File: src/rtl/bus_arbiter_pkg.sv
// Shared types and constants for the IF/MEM bus arbiter.
// State encodings are 3 bits wide so they match the core's state bus width.
package bus_arbiter_pkg;

  localparam int RegBus = 32;
  localparam logic [RegBus-1:0] ZeroWord = 32'h0000_0000;
  localparam logic [3:0] SelAll  = 4'b1111;
  localparam logic [3:0] SelNone = 4'b0000;

  typedef enum logic [2:0] {
    ArbIdle    = 3'd0,
    ArbIfBusy  = 3'd1,
    ArbMemBusy = 3'd2,
    ArbIfDone  = 3'd3,
    ArbMemDone = 3'd4
  } arb_state_e;

endpackage

File: src/rtl/bus_arbiter_if.sv
// External single-port memory bus: req/ack handshake plus write/read data.
// The arbiter drives it through the master modport, the memory through the slave modport.
interface bus_arbiter_if;
  import bus_arbiter_pkg::*;

  logic              req;
  logic              we;
  logic [3:0]        sel;
  logic [RegBus-1:0] addr;
  logic [RegBus-1:0] wdata;
  logic [RegBus-1:0] rdata;
  logic              ack;

  modport master (output req, we, sel, addr, wdata, input rdata, ack);
  modport slave  (input req, we, sel, addr, wdata, output rdata, ack);

endinterface

File: src/rtl/bus_arbiter.sv
// Shares one external memory bus between instruction fetch and data access.
// Data access wins over fetch; each access takes request, busy and done cycles.
module bus_arbiter
  import bus_arbiter_pkg::*;
(
  input  logic              clk,
  input  logic              rst,
  input  logic              if_ce_i,
  input  logic [RegBus-1:0] if_addr_i,
  output logic [RegBus-1:0] if_data_o,
  output logic              stallreq_from_if_o,
  input  logic              mem_ce_i,
  input  logic              mem_we_i,
  input  logic [3:0]        mem_sel_i,
  input  logic [RegBus-1:0] mem_addr_i,
  input  logic [RegBus-1:0] mem_data_i,
  output logic [RegBus-1:0] mem_data_o,
  output logic              stallreq_from_mem_o,
  input  logic              flush_i,
  bus_arbiter_if.master     bus
);

  arb_state_e        state_r;
  logic              discard_r;
  logic              req_r;
  logic              we_r;
  logic [3:0]        sel_r;
  logic [RegBus-1:0] addr_r;
  logic [RegBus-1:0] wdata_r;
  logic [RegBus-1:0] rdata_r;
  logic              stall_if_s;
  logic              stall_mem_s;

  // Arbitration FSM; bus signals stay registered and stable until ack
  always_ff @(posedge clk) begin
    if (rst) begin
      state_r   <= ArbIdle;
      discard_r <= 1'b0;
      req_r     <= 1'b0;
      we_r      <= 1'b0;
      sel_r     <= SelNone;
      addr_r    <= ZeroWord;
      wdata_r   <= ZeroWord;
      rdata_r   <= ZeroWord;
    end else begin
      case (state_r)
        ArbIdle: begin
          if (mem_ce_i) begin
            req_r   <= 1'b1;
            we_r    <= mem_we_i;
            sel_r   <= mem_sel_i;
            addr_r  <= mem_addr_i;
            wdata_r <= mem_data_i;
            state_r <= ArbMemBusy;
          end else if (if_ce_i) begin
            req_r   <= 1'b1;
            we_r    <= 1'b0;
            sel_r   <= SelAll;
            addr_r  <= if_addr_i;
            wdata_r <= ZeroWord;
            state_r <= ArbIfBusy;
          end else begin
            state_r <= ArbIdle;
          end
        end
        ArbIfBusy: begin
          if (bus.ack) begin
            req_r     <= 1'b0;
            rdata_r   <= bus.rdata;
            discard_r <= 1'b0;
            // A flush seen at any point of the fetch, including the ack cycle, drops its result
            if (discard_r || flush_i) begin
              state_r <= ArbIdle;
            end else begin
              state_r <= ArbIfDone;
            end
          end else if (flush_i) begin
            discard_r <= 1'b1;
          end else begin
            discard_r <= discard_r;
          end
        end
        ArbMemBusy: begin
          if (bus.ack) begin
            req_r   <= 1'b0;
            rdata_r <= bus.rdata;
            state_r <= ArbMemDone;
          end else begin
            state_r <= ArbMemBusy;
          end
        end
        ArbIfDone:  state_r <= ArbIdle;
        ArbMemDone: state_r <= ArbIdle;
        default:    state_r <= ArbIdle;
      endcase
    end
  end

  // Stall requests follow the live enables and clear only in the matching done cycle
  always_comb begin
    stall_if_s  = 1'b0;
    stall_mem_s = 1'b0;
    if (rst) begin
      stall_if_s  = 1'b0;
      stall_mem_s = 1'b0;
    end else begin
      stall_if_s  = if_ce_i  && (state_r != ArbIfDone);
      stall_mem_s = mem_ce_i && (state_r != ArbMemDone);
    end
  end

  assign stallreq_from_if_o  = stall_if_s;
  assign stallreq_from_mem_o = stall_mem_s;
  assign if_data_o  = (state_r == ArbIfDone)  ? rdata_r : ZeroWord;
  assign mem_data_o = (state_r == ArbMemDone) ? rdata_r : ZeroWord;

  assign bus.req   = req_r;
  assign bus.we    = we_r;
  assign bus.sel   = sel_r;
  assign bus.addr  = addr_r;
  assign bus.wdata = wdata_r;

endmodule
File: src/flat_wrapper.sv
// flat-port wrapper written by rule: the top's interface ports become plain ports
module bus_arbiter_flat import bus_arbiter_pkg::*;
  (clk, rst, if_ce_i, if_addr_i, if_data_o, stallreq_from_if_o, mem_ce_i, mem_we_i, mem_sel_i, mem_addr_i, mem_data_i, mem_data_o, stallreq_from_mem_o, flush_i, bus_req, bus_we, bus_sel, bus_addr, bus_wdata, bus_rdata, bus_ack);
  bus_arbiter_if bus_i ();
  input  logic clk;
  input  logic rst;
  input  logic if_ce_i;
  input  logic [RegBus-1:0] if_addr_i;
  output logic [RegBus-1:0] if_data_o;
  output logic stallreq_from_if_o;
  input  logic mem_ce_i;
  input  logic mem_we_i;
  input  logic [3:0] mem_sel_i;
  input  logic [RegBus-1:0] mem_addr_i;
  input  logic [RegBus-1:0] mem_data_i;
  output logic [RegBus-1:0] mem_data_o;
  output logic stallreq_from_mem_o;
  input  logic flush_i;
  output wire logic [$bits(bus_i.req)-1:0] bus_req;
  output wire logic [$bits(bus_i.we)-1:0] bus_we;
  output wire logic [$bits(bus_i.sel)-1:0] bus_sel;
  output wire logic [$bits(bus_i.addr)-1:0] bus_addr;
  output wire logic [$bits(bus_i.wdata)-1:0] bus_wdata;
  input wire logic [$bits(bus_i.rdata)-1:0] bus_rdata;
  input wire logic [$bits(bus_i.ack)-1:0] bus_ack;
  assign bus_req = bus_i.req;
  assign bus_we = bus_i.we;
  assign bus_sel = bus_i.sel;
  assign bus_addr = bus_i.addr;
  assign bus_wdata = bus_i.wdata;
  assign bus_i.rdata = bus_rdata;
  assign bus_i.ack = bus_ack;
  bus_arbiter u_core (.clk(clk), .rst(rst), .if_ce_i(if_ce_i), .if_addr_i(if_addr_i), .if_data_o(if_data_o), .stallreq_from_if_o(stallreq_from_if_o), .mem_ce_i(mem_ce_i), .mem_we_i(mem_we_i), .mem_sel_i(mem_sel_i), .mem_addr_i(mem_addr_i), .mem_data_i(mem_data_i), .mem_data_o(mem_data_o), .stallreq_from_mem_o(stallreq_from_mem_o), .flush_i(flush_i), .bus(bus_i));
endmodule
File: config.mk
export PLATFORM = sky130hd
export DESIGN_NAME = bus_arbiter_flat
export DESIGN_NICKNAME = d
export VERILOG_FILES = /design/src/rtl/bus_arbiter_pkg.sv /design/src/rtl/bus_arbiter_if.sv /design/src/rtl/bus_arbiter.sv /design/src/flat_wrapper.sv
export SDC_FILE = /design/constraint.sdc
export NUM_CORES = 1
export LEC_CHECK = 0
export CAP_MARGIN = 20
export CORE_ASPECT_RATIO = 0.8
export CORE_MARGIN = 3
export CORE_UTILIZATION = 35
export CTS_CLUSTER_SIZE = 40
export DETAILED_ROUTE_END_ITERATION = 6
export GPL_TIMING_DRIVEN = 1
export PLACE_DENSITY_LB_ADDON = 0.15
export SYNTH_ARGS = -nofsm -noshare
export SYNTH_HDL_FRONTEND = slang
export SYNTH_SLANG_ARGS = --single-unit
File: constraint.sdc
create_clock -name clk -period 1.3 [get_ports clk]
set_input_delay 0.13 -clock clk [delete_from_list [all_inputs] [get_ports clk]]
set_output_delay 0.13 -clock clk [all_outputs]
set_load 0.05 [all_outputs]
==> results of run 1 <==
## repair_timing
| item | CTS | global route |
|---|---|---|
| setup buffers | 20 | 6 |
| gates resized for setup | 63 | 18 |
| cloned | 15 | 1 |
| pin swaps | 61 | 27 |
| setup endpoints to repair | 169 | 169 |
## metal layers
metal | GRT usage [%] | vias up | routed length (um)
met5 | 0 | - | 0
met1 | 29.54 | 2367 | 7620
met4 | 6.691 | 0 | 344
li1 | - | 2333 | -
met3 | 6.080 | 26 | 1305
met2 | 46.82 | 184 | 10250
## flip-flops by register name, summed over array words and instances, names as in the netlist
signal,count
u_core.bus.wdata,32
u_core.bus.we,1
u_core.bus.addr,32
u_core.bus.req,1
u_core.bus.sel,4
u_core.discard_r,1
u_core.rdata_r,32
u_core.state_r,3
## layout by cell type (no fill, tap or decap), types with 29 or more instances in the layout
cell / n
sky130_fd_sc_hd__buf_12: 150
sky130_fd_sc_hd__clkdlybuf4s50_1: 136
sky130_fd_sc_hd__dfxtp_1: 103
sky130_fd_sc_hd__nand2_1: 67
sky130_fd_sc_hd__mux2i_1: 61
sky130_fd_sc_hd__and2_4: 34
sky130_fd_sc_hd__and3_4: 33
sky130_fd_sc_hd__a22o_1: 33
sky130_fd_sc_hd__a211oi_2: 32
sky130_fd_sc_hd__a21oi_1: 29
## cell families (layout without fill, tap and decap cells)
kind of cell,after synthesis,in the layout
and+or+nand+nor,148,149
AOI/OAI and AO/OA,109,109
DFF,106,106
muxes,64,64
buffers and inverters,50,361
xor gates and xnor gates,1,1
other,0,1
## through the flow
step	setup WS, ps	area [um2]	hold WS, ps
CTS	-364.6	10520	166.4
finish	-368.0	10600	205.7
detailed placement	-301.5	9455	465.0
global route	-437.5	10600	195.3
floorplan	-55.26	5056	262.7
global placement	-241.2	9455	457.2
## layout make-up
| class | count | area, um2 | share of cell area [%] |
|---|---|---|---|
| timing repair buffer | 343 | 5156 | 48.64 |
| multi-input combinational | 323 | 2790 | 26.32 |
| sequential | 106 | 2131 | 20.10 |
| clock buffer | 9 | 225.2 | 2.125 |
| tap | 175 | 219.0 | 2.066 |
| clock inverter | 7 | 68.82 | 0.6492 |
| inverter | 2 | 7.507 | 0.07082 |
| antenna | 1 | 2.502 | 0.02361 |
## power by group through the flow
| stage | registers [uW] | clock network (uW) | logic, uW |
|---|---|---|---|
| 6_report | 3880 | 2690 | 4080 |
| 4_1_cts | 3870 | 2750 | 4030 |
| 5_1_grt | 3920 | 2900 | 4250 |
| 3_5_place_dp | 3940 | 0 | 3530 |
| 3_3_place_gp | 3920 | 0 | 3460 |
| 2_1_floorplan | 4560 | 0 | 1020 |
## worst max-delay path, stage by stage (launching register included)
cell,delay (ps)
sky130_fd_sc_hd__dfxtp_4,370
sky130_fd_sc_hd__nor3b_4,240
sky130_fd_sc_hd__buf_6,160
sky130_fd_sc_hd__clkbuf_16,150
sky130_fd_sc_hd__and2_4,150
sky130_fd_sc_hd__buf_12,130
## path summary, 6_finish.rpt
kind	end	slack [ps]
worst max-delay path	mem_data_o[3]	-370
worst max register to register	u_core.bus.wdata[12]	-220
worst min-delay path	u_core.state_r[1]	210
worst min register to register	u_core.rdata_r[24]	480
==> results.py, run 1 <==
metrics = {
    "outcome": {
        "outcome": "finished with violations",
        "failed_checks": "setup timing",
    },
    "worst_setup_path": {
        "timing.critical_path.from": "u_core.state_r[1]",
        "crit_path_end_kind": "output pin",
        "rr_startpoint": "u_core.state_r[1]",
        "arrival_ps": 1540,
        "timing.setup.critical_path_class": "flop to output pin",
        "worst-r2r-cell-count": 8,
        "critical_path.startpoint_type": "flop",
        "timing.critical_path.fanout_max": 8,
        "worst_ep_required_time_ps": 1170,
    },
    "place": {
        "io_buffers": 274,
        "post-dp-hpwl_um": 12730,
        "finalWeightedCongestion": 0.7890,
        "place_inst": 912,
    },
    "yosys": {
        "yosysWarnings": 0,
        "async_flop_share_pct": 0,
        "proportion_of_synthesized_chip_area_in_sequential_cells_pct": 44.70,
        "ys_top_cells_by_count": "106 x sky130_fd_sc_hd__dfxtp_1, 67 x sky130_fd_sc_hd__nand2_1, 64 x sky130_fd_sc_hd__mux2i_1",
        "synth_enable_flop_cells": 0,
        "synth.cell_area_mm2": 0.004747,
        "synth_compound_gate_area_share_pct": 19.85,
        "synth.mux.area_fraction_pct": 13.49,
        "yosys.area_share.adder_pct": 0,
        "post_synth_xor_area_fraction_pct": 0.1845,
        "synth_cells": 478,
        "yosys.area.top_type": "sky130_fd_sc_hd__dfxtp_1",
        "avgSynthCellArea_um2": 9.931,
        "synth_top_cell_area_share_pct": 44.70,
        "combinational_family_with_the_most_area_after_synthesis": "compound AO/OA/AOI/OAI gates",
        "simple_gate_portion_of_the_synthesized_area_pct": 16.18,
        "synth_top_cells_by_area": "sky130_fd_sc_hd__dfxtp_1 45%, sky130_fd_sc_hd__mux2i_1 13%, sky130_fd_sc_hd__a211oi_2 7.6%, sky130_fd_sc_hd__a22o_1 6.1%, sky130_fd_sc_hd__nand2_1 5.3%",
        "synthMostInstantiatedCell": "sky130_fd_sc_hd__dfxtp_1",
        "postSynthNetCount": 617,
        "dominantRegCellSynth": "sky130_fd_sc_hd__dfxtp_1",
        "synth.ff_latch_count": 106,
        "distinct_cell_type_count_after_synthesis": 33,
    },
    "sta": {
        "grt_setup_unrepaired": "yes",
        "min_period_ps": 1668,
        "max_clock_freq_mhz": 599.5,
        "worst_pin_slew_ps": 412.8,
        "drv_slew": 0,
        "final_min_period_over_clock_period_pct": 128.3,
        "setup_slack_ps": -368.0,
        "slew-limit-headroom_pct": 72.48,
        "timing.final.hold_violations": 0,
        "setup-violations-final": 169,
        "tns_ps": -40130,
        "final.setup_skew_ps": 9.590,
    },
    "power": {
        "switching_share_pct": 33.62,
        "power.net_switching_uw": 3583,
        "power.internal_uw": 7075,
        "p_seq_share_pct": 36.4,
        "total_leakage_power_uw": 0.004228,
        "power_density_mw_per_mm2": 1005,
        "p_total_uw": 10660,
        "power.combinational.fraction_pct": 38.3,
        "max-vdd-ir-drop_v": 0.0007888,
        "clockPowerShare_pct": 25.3,
    },
    "run": {
        "drv.max_cap_violation_count": 0,
    },
    "global_route": {
        "grt.total_usage_pct": 25.34,
        "number_of_global_route_vias_before_repair": 5283,
        "grt_max_degree": 46,
        "grt_pass1_wl_um": 29640,
        "gr-total-overflow": 0,
        "antenna_violations_before_repair": 1,
    },
    "detailed_routing": {
        "routed_wirelength_um": 19520,
        "post_drt_wl_per_cell_um": 20.20,
        "via_count": 4910,
        "drtPass1Iterations": 5,
        "detailedRoute.firstIterationViolations": 125,
        "drc": 0,
        "antenna_left": 0,
        "ratio_of_routed_vias_to_standard_cells": 5.083,
    },
    "clock_network": {
        "htree_num_levels": 3,
        "tritoncts": "done",
        "insertion_delay_ps": 340,
        "cts-root-buf": "sky130_fd_sc_hd__clkbuf_16",
        "tritoncts_buffer_count": 9,
        "max-clock-path-buffers": 2,
        "clkTransAtPathRegs_ps": 70,
        "clock-sinks": 106,
        "quantity_of_hold_fixing_buffers_added_after_cts": 0,
    },
    "layout": {
        "net_count_final": 924,
        "post_route_cells_drive_above_1_share_pct": 44.30,
        "finalCoreUtilization_pct": 81.20,
        "fill_cells": 752,
        "final_cell_count_no_fill": 966,
        "area_growth_syn_to_layout_pct": 123.3,
    },
    "die": {
        "dieWidth_um": 136.2,
        "die_h_um": 110.2,
        "placement_rows": 37,
        "fp.coreArea_mm2": 0.01306,
        "ioPinCount": 275,
        "fp.dieArea_mm2": 0.01501,
        "initial_core_util_pct": 36.36,
    },
    "min_path": {
        "holdCritStartpoint": "rst",
        "hold_depth": 2,
        "worst_hold_path_type": "input pin to flop",
    },
}
Power figures use the tool's default switching activity.
==> run 2: changes to the inputs <==
--- a/config.mk
+++ b/config.mk
@@ -13,6 +13,8 @@
 export DETAILED_ROUTE_END_ITERATION = 6
 export GPL_TIMING_DRIVEN = 1
 export PLACE_DENSITY_LB_ADDON = 0.15
+export SLEW_MARGIN = 20
 export SYNTH_ARGS = -nofsm -noshare
 export SYNTH_HDL_FRONTEND = slang
 export SYNTH_SLANG_ARGS = --single-unit
+export TNS_END_PERCENT = 5
==> run 2 against run 1 <==
The flow still finishes with violations (setup timing); clock power is 13% higher; global-route usage is 3.9 points lower; non-clock buffer count is 36 lower; register-to-register slack better by 90 ps; sequential cell count stayed put; worst hold slack worse by 52 ps; critical path depth stayed put; combinational power is 14% lower; total power is 2.5% lower; utilization is 6.0 points lower; count of clock-buffer cells in the layout stayed put; sequential share of layout area is 1.6 points higher; critical endpoint is now if_data_o[26]; largest cell class unchanged; highest routed layer unchanged.
==> results.py, run 2 (synthesized netlist as in run 1, its figures left out) <==
metrics = {
    "sta": {
        "max_clock_freq_mhz": 599.6,
        "setup-violations-final": 166,
        "grt_setup_unrepaired": "yes",
        "drv_slew": 0,
        "timing.final.hold_violations": 0,
        "tns_ps": -29600,
        "final_min_period_over_clock_period_pct": 128.3,
        "worst_pin_slew_ps": 523.5,
        "setup_slack_ps": -367.8,
        "slew-limit-headroom_pct": 65.10,
        "final.setup_skew_ps": 8.403,
        "min_period_ps": 1668,
    },
    "worst_setup_path": {
        "crit_path_max_incr_delay_ps": 350,
        "critical_path.slowest_cell": "sky130_fd_sc_hd__dfxtp_2",
        "crit_path_end_kind": "output pin",
        "critical_path.startpoint_type": "flop",
        "arrival_ps": 1540,
        "timing.setup.critical_path_class": "flop to output pin",
        "cpMostUsedCell": "sky130_fd_sc_hd__buf_12",
        "worstPathCellList": "buf_6 > nor2b_4 > buf_12 > and3_4 > buf_12",
        "timing.critical_path.fanout_max": 32,
        "worst_ep_required_time_ps": 1170,
    },
    "die": {
        "placement_rows": 37,
        "dieWidth_um": 136.2,
        "ioPinCount": 275,
        "die_h_um": 110.2,
        "fp.dieArea_mm2": 0.01501,
        "fp.coreArea_mm2": 0.01306,
        "initial_core_util_pct": 36.36,
    },
    "clock_network": {
        "tritoncts": "done",
        "tritoncts_buffer_count": 9,
        "cts-root-buf": "sky130_fd_sc_hd__clkbuf_16",
        "clkTransAtPathRegs_ps": 80,
        "htree_num_levels": 3,
        "insertion_delay_ps": 340,
        "max-clock-path-buffers": 2,
        "clock-sinks": 106,
        "quantity_of_hold_fixing_buffers_added_after_cts": 0,
    },
    "detailed_routing": {
        "routed_wirelength_um": 16630,
        "post_drt_wl_per_cell_um": 17.92,
        "antenna_left": 0,
        "drtPass1Iterations": 4,
        "detailedRoute.firstIterationViolations": 181,
        "drc": 0,
        "ratio_of_routed_vias_to_standard_cells": 5.014,
        "via_count": 4653,
    },
    "place": {
        "io_buffers": 274,
        "post-dp-hpwl_um": 12830,
        "finalWeightedCongestion": 0.8290,
    },
    "power": {
        "max-vdd-ir-drop_v": 0.0007716,
        "total_leakage_power_uw": 0.003877,
        "power_density_mw_per_mm2": 1059,
    },
    "outcome": {
        "failed_checks": "setup timing",
        "outcome": "finished with violations",
    },
    "run": {
        "drv.max_cap_violation_count": 0,
    },
    "layout": {
        "post_route_cells_drive_above_1_share_pct": 39.44,
        "final_cell_mix": "145 x sky130_fd_sc_hd__buf_12, 136 x sky130_fd_sc_hd__clkdlybuf4s50_1, 103 x sky130_fd_sc_hd__dfxtp_1",
        "final_common_cell": "sky130_fd_sc_hd__buf_12",
        "net_count_final": 887,
        "finalCoreUtilization_pct": 75.15,
        "area_growth_syn_to_layout_pct": 106.7,
        "antenna_cells": 0,
    },
    "global_route": {
        "number_of_global_route_vias_before_repair": 4829,
        "grt.total_usage_pct": 21.41,
        "grt_pass1_wl_um": 25500,
        "antenna_violations_before_repair": 0,
        "gr-total-overflow": 0,
        "grt_max_degree": 64,
    },
    "min_path": {
        "worst_hold_path_type": "input pin to flop",
    },
}
[run 2: repair_timing]
action | CTS | global route
gates resized for setup | 14 | 1
pin swaps | 20 | 11
setup endpoints to repair | 168 | 168
gates cloned | 1 | 0
setup buffers | 2 | 1
[run 2: critical path, delay by kind of cell, from the launching register on]
| family | cells | cell delay [ps] |
|---|---|---|
| and+or+nand+nor | 2 | 350 |
| buffers and inverters | 3 | 470 |
| DFF | 1 | 350 |
[run 2: per-stage QoR]
stage,std cells,instance area [um2],hold slack (ps),power (uW),setup WS [ps]
6_report,928,9811,153.5,10390,-367.8
3_5_place_dp,909,9418,464.8,7420,-249.3
3_3_place_gp,909,9418,454.4,7339,-187.0
2_1_floorplan,478,5037,262.7,5568,-55.26
5_1_grt,928,9811,155.0,10790,-426.1
4_1_cts,928,9827,143.4,10500,-395.6
[run 2: power by group]
| part | internal, uW | total [uW] | leakage (uW) | switching (uW) |
|---|---|---|---|---|
| logic | 1790 | 3490 | 0.00284 | 1700 |
| clock network | 1730 | 3040 | 0.000160 | 1310 |
| registers | 3550 | 3860 | 0.000873 | 316 |
| total | 7060 | 10400 | 0.00388 | 3330 |
[run 2: path summary, 6_finish.rpt]
check,start,endpoint,slack (ps),cells past startpoint
setup / recovery,u_core.state_r[2],if_data_o[26],-370,5
hold / removal,rst,u_core.discard_r,150,2
setup reg to reg,u_core.state_r[0],u_core.bus.addr[1],-130,5
hold reg to reg,u_core.rdata_r[22],u_core.rdata_r[22],480,2
[run 2: final cells by class]
type                       count  area [um2]
clock buffer                   9       225.2
tap                          175       219.0
fill                         852        3244
timing repair buffer         307        4477
inverter                       2       7.507
clock inverter                 7       107.6
multi-input combinational    322        2644
sequential                   106        2131
[run 2: layer usage]
layer | GRT usage (%) | wire length [um]
met1 | 23.98 | 6524
met2 | 38.90 | 8555
met3 | 7.713 | 1273
met4 | 5.324 | 278
met5 | 0 | 0
